<file path="src/rtl/bcd_stopwatch.sv">
// bcd_stopwatch: 00.00-99.99 centisecond BCD stopwatch driven by debounced start/stop and clear buttons.
module bcd_stopwatch #(
  parameter int TICK_DIV  = 1_000_000,
  parameter int DB_CYCLES = 2_000_000
) (
  input  logic        clk,
  input  logic        rst_n,
  input  logic        btn_ss,
  input  logic        btn_clr,
  output logic [15:0] x,
  output logic        running,
  output logic        wrap
);
  localparam int DW = $clog2(DB_CYCLES + 1);
  localparam int TW = $clog2(TICK_DIV + 1);
  localparam logic [DW-1:0] DB_MAX   = DW'(DB_CYCLES - 1);
  localparam logic [TW-1:0] TICK_MAX = TW'(TICK_DIV - 1);
  typedef enum logic [1:0] {IDLE, RUN, PAUSE} state_t;
  state_t        r_state, w_next;
  logic [1:0]    w_btn, r_s1, r_s2, r_db, r_dbd, w_p;
  logic [DW-1:0] r_cnt [2];
  logic [TW-1:0] r_pre;
  logic [15:0]   r_x, w_x;
  logic [4:0]    w_c;
  logic          w_tick, w_run, r_running, r_wrap;
  assign w_btn   = {btn_clr, btn_ss};
  assign w_p     = r_db & ~r_dbd;
  assign x       = r_x;
  assign running = r_running;
  assign wrap    = r_wrap;
  // bit 0 is start/stop, bit 1 is clear
  always_ff @(posedge clk or negedge rst_n)
    if (!rst_n) begin
      r_s1     <= '0;
      r_s2     <= '0;
      r_db     <= '0;
      r_dbd    <= '0;
      r_cnt[0] <= '0;
      r_cnt[1] <= '0;
    end else begin
      r_s1  <= w_btn;
      r_s2  <= r_s1;
      r_dbd <= r_db;
      for (int i = 0; i < 2; i++)
        if (r_s2[i] == r_db[i]) r_cnt[i] <= '0;
        else if (r_cnt[i] == DB_MAX) begin
          r_cnt[i] <= '0;
          r_db[i]  <= r_s2[i];
        end else r_cnt[i] <= r_cnt[i] + 1'b1;
    end
  always_ff @(posedge clk or negedge rst_n)
    if (!rst_n) r_state <= IDLE;
    else r_state <= w_next;
  always_comb
    w_next = w_p[1] ? IDLE : !w_p[0] ? r_state : (r_state == RUN) ? PAUSE : RUN;
  always_comb
    w_run = (w_next == RUN);
  assign w_tick = (r_state == RUN) && (r_pre == TICK_MAX);
  assign w_c[0] = 1'b1;
  for (genvar d = 0; d < 4; d++) begin : g_dig
    assign w_c[d+1]     = w_c[d] && (r_x[4*d +: 4] == 4'd9);
    assign w_x[4*d +: 4] = !w_c[d] ? r_x[4*d +: 4] :
                           (r_x[4*d +: 4] == 4'd9) ? 4'd0 : r_x[4*d +: 4] + 4'd1;
  end
  always_ff @(posedge clk or negedge rst_n)
    if (!rst_n) begin
      r_pre     <= '0;
      r_x       <= '0;
      r_wrap    <= 1'b0;
      r_running <= 1'b0;
    end else begin
      r_running <= w_run;
      r_wrap    <= !w_p[1] && w_tick && w_c[4];
      if (w_p[1]) begin
        r_pre <= '0;
        r_x   <= '0;
      end else if (r_state == IDLE) r_pre <= '0;
      else if (r_state == RUN) begin
        r_pre <= w_tick ? '0 : r_pre + 1'b1;
        if (w_tick) r_x <= w_x;
      end
    end
endmodule
</file>
<file path="config.mk">
export PLATFORM = sky130hd
export DESIGN_NAME = bcd_stopwatch
export DESIGN_NICKNAME = d
export VERILOG_FILES = /design/src/rtl/bcd_stopwatch.sv
export SDC_FILE = /design/constraint.sdc
export NUM_CORES = 1
export LEC_CHECK = 0
export BUFFER_PORTS_ARGS = -buffer_cell sky130_fd_sc_hd__buf_2
export CORE_MARGIN = 1
export CORE_UTILIZATION = 60
export DETAILED_ROUTE_END_ITERATION = 8
export PLACE_DENSITY_LB_ADDON = 0.12
export SETUP_SLACK_MARGIN = 0.5
export SYNTH_ARGS = -nofsm -noshare
export SYNTH_HDL_FRONTEND = slang
export SYNTH_SLANG_ARGS = --single-unit
</file>
<file path="constraint.sdc">
create_clock -name clk -period 2.4 [get_ports clk]
set_input_delay 0.36 -clock clk [delete_from_list [all_inputs] [get_ports clk]]
set_output_delay 0.36 -clock clk [all_outputs]
set_load 0.03 [all_outputs]
</file>
==> impl_metrics.csv <==
group,metric,value,unit
layout,antennaDiodeCount,0,
global_routing,grt_pass1_vias,3256,
timing,drv_slew,0,
logic_synthesis,async_reset_ff_frac,1.000,
routing,firstDrtPassIters,4,
critical_path,r2r_cells,5,
power,p_total,2.752,mW
logic_synthesis,synth_seq_area_share,0.5014,
power,p_seq_frac,0.559,
logic_synthesis,synthTopCellsByArea,"dfrtp_1 (50%), xor2_1 (6.6%), nor2_1 (6.3%)",
logic_synthesis,synthMuxAreaShare,0.01393,
clock_network,cts_tree,"done",
routing,vias_per_cell,5.797,
critical_path,cp-end-kind,"flop",
min_path,holdPathStages,1,
critical_path,crit_required,2690,ps
timing,min_period,2131,ps
logic_synthesis,synth_fa_ha_area_frac,0.03064,
logic_synthesis,synthTopCellsByCount,"dfrtp_1 (90), nor2_1 (75), nand2_1 (34), xor2_1 (34), nand3_1 (33)",
logic_synthesis,synth_xor_xnor_area_share,0.1014,
clock_network,root_buffer,"clkbuf_8",
clock_network,htreeDepth,3,
routing,vias,3594,
die,rows,31,
die,core_area,7253,um^2
power,p_comb_frac,0.027,
global_routing,grt_pass1_wl,14880,um
logic_synthesis,syn_area_per_cell,9.702,um^2
timing,relSlewSlack,0.6641,
global_routing,track_usage,0.2467,
timing,tightest_slew,500.1,ps
die,dieWidth,88.53,um
logic_synthesis,ys.flop_type,"dfrtp_1",
power,swShare,0.2254,
timing,max_freq,469.3,MHz
logic_synthesis,synth_compound_area_frac,0.05070,
clock_network,clk_path_buf_depth,2,
place,dp_hpwl,5757,um
global_routing,grtUsageMet1,0.3299,
logic_synthesis,syn_nets,478,
routing,final_antenna_net_count,0,
critical_path,worst_setup_path_start_kind,"flop",
routing,avgRoutedWirePerCell,15.37,um
clock_network,cts.sinks,90,
die,io_pins,22,
min_path,holdCritPathClass,"input pin to flop",
routing,drc,0,
timing,finalSetupViolations,0,
global_routing,gr-max-usage-layer,"met2",
place,dpl_cell_area,4786,um^2
routing,drt_iter0_drc,169,
logic_synthesis,synth_top_area_share,0.5014,
logic_synthesis,yosys.area.top_type,"dfrtp_1",
critical_path,crit_arrival,2420,ps
layout,fin_area,5374,um^2
logic_synthesis,synth_simple_gate_area_frac,0.2769,
timing,rsz0062_at_grt,"yes",
global_routing,gr-usage-met2,0.3930,
global_routing,overflow,0,
power,vdd_drop_max,0.0003345,V
timing,timing.final.crit_share,0.8878,
logic_synthesis,synth.most_common_cell,"dfrtp_1",
logic_synthesis,synth_area,4492,um^2
place,io_buffer_count,21,
timing,hold_viol,0,
power,p_int,2.132,mW
die,die_h,88.53,um
power,p_leak,2.367,nW
layout,drive_above_1_share,0.2418,
logic_synthesis,yosys_warnings,0,
clock_network,cts_made_buffers,9,
layout,syn2layout_area_growth,19.64,%
logic_synthesis,ys_seq_elements,90,
die,start_util,0.6193,
place,place_congestion,0.8906,
critical_path,path_class,"flop to flop",
power,clkPwrFrac,0.415,
critical_path,cp_max_fo,6,
global_routing,antenna_found_initial,0,
timing,skew,14.39,ps
layout,fin_nets,531,
logic_synthesis,yosysUniqueCellTypes,47,
global_routing,use_met3,0.03545,
routing,routed_wl,9530,um
job,cap_violations,0,
timing,fin_setup_tns,0,ps
logic_synthesis,synth_top_family_by_area,"simple AND/OR/NAND/NOR gates",
power,p_per_area,512.1,nW/um^2
die,dieArea,7837,um^2
run_status,status,"finished clean",
global_routing,grt_max_degree,32,
logic_synthesis,syn_inst,463,
logic_synthesis,synth_edf_count,0,
clock_network,path_clk_slew,90,ps
clock_network,insertion_delay,360,ps
power,p_sw,0.6202,mW
==> worst paths after layout <==
path / startpoint / to / slack [ps]
worst max-delay path: r_pre[10] / x[13] / 270
worst min-delay path: btn_ss / r_s1[0] / 110
worst max register to register: r_pre[10] / x[13] / 270
worst min register to register: r_s1[1] / r_s2[1] / 360
max in group asynchronous: rst_n / r_pre[1] / 1320
min in group asynchronous: rst_n / x[14] / 450
==> layout make-up <==
type | count | area [um^2]
Inverter | 17 | 63.81
Clock inverter | 7 | 93.84
Sequential cell | 90 | 2255
Multi-Input combinational cell | 348 | 2371
Timing Repair Buffer | 50 | 342.8
Fill cell | 547 | 1879
Clock buffer | 9 | 123.9
Tap cell | 99 | 123.9
==> cell usage in the layout, fill, tap and decap left out, drive strengths merged, types with 2 or more instances in the layout <==
cell type  synthesis  routed
a2111oi            2       2
a21oi             22      22
and2               2       2
and3               9       9
and3b              2       2
and4               5       5
buf                2      49
bufinv             0       2
clkbuf             8       9
clkinv             0       3
clkinvlp           0       2
dfrtp             90      90
ha                11      11
inv               17      17
mux2               2       2
mux2i              4       4
nand2             34      34
nand3             33      33
nand4             24      24
nor2              75      75
nor2b              7       7
nor3              10      10
nor4               7       7
nor4b              2       2
o21ai             12      12
or2                3       6
or3               11      11
or4                5       5
xnor2             18      18
xor2              34      34
==> registers in the layout, summed over array words and instances, names as in the netlist <==
name	cells
r_cnt	42
r_pre	20
x	16
r_db	2
r_dbd	2
r_s1	2
r_s2	2
r_state	2
running	1
wrap	1
==> power groups by stage <==
stage	sequential [mW]	combinational, mW	clock, mW
4_1_cts	1.54	0.0684	1.15
6_report	1.54	0.0732	1.14
3_3_place_gp	1.57	0.0650	0
2_1_floorplan	1.57	0.0254	0
5_1_grt	1.54	0.0854	1.21
3_5_place_dp	1.57	0.0661	0
==> stage by stage <==
step / utilization / hold slack, ps / cells / setup slack (ps)
floorplan: - / 64.41 / 463 / 332.0
global placement: 0.6598 / 307.1 / 584 / 221.8
detailed placement: 0.6598 / 314.4 / 584 / 133.9
CTS: 0.7140 / 98.97 / 613 / 277.2
global route: 0.7409 / 93.37 / 620 / 177.3
finish: 0.7409 / 105.5 / 620 / 269.2
==> repair_timing <==
item / 4_1_cts / 5_1_grt
setup endpoints to repair: 56 / 78
gates cloned: 1 / 3
resized for setup: 19 / 37
setup buffers: 11 / 4
pin swaps: 23 / 13
endpoints found under the hold margin: 28 / 0
hold buffers: 1 / 0
==> logic make-up after synthesis <==
kind of cell	Yosys count
xor gates and xnor gates	52
DFF	90
muxes	6
adders and majority gates	11
and+or+nand+nor	235
AOI/OAI and AO/OA	41
buffers and inverters	28
==> critical path, cell delays in order (launching register included) <==
cell	delay [ps]
dfrtp_1	400
or4b_4	580
nor4_4	230
nand4_2	200
or3b_2	490
a21oi_1	160
==> metal layers <==
metal  up-vias  part of all wire  wire length (um)
met4         0             0.025               236
met5         -                 0                 0
met3        24             0.034               325
met1      1768              0.45              4315
li1       1722                 -                 -
met2        80              0.49              4653
(Power assumes the default switching activity.)
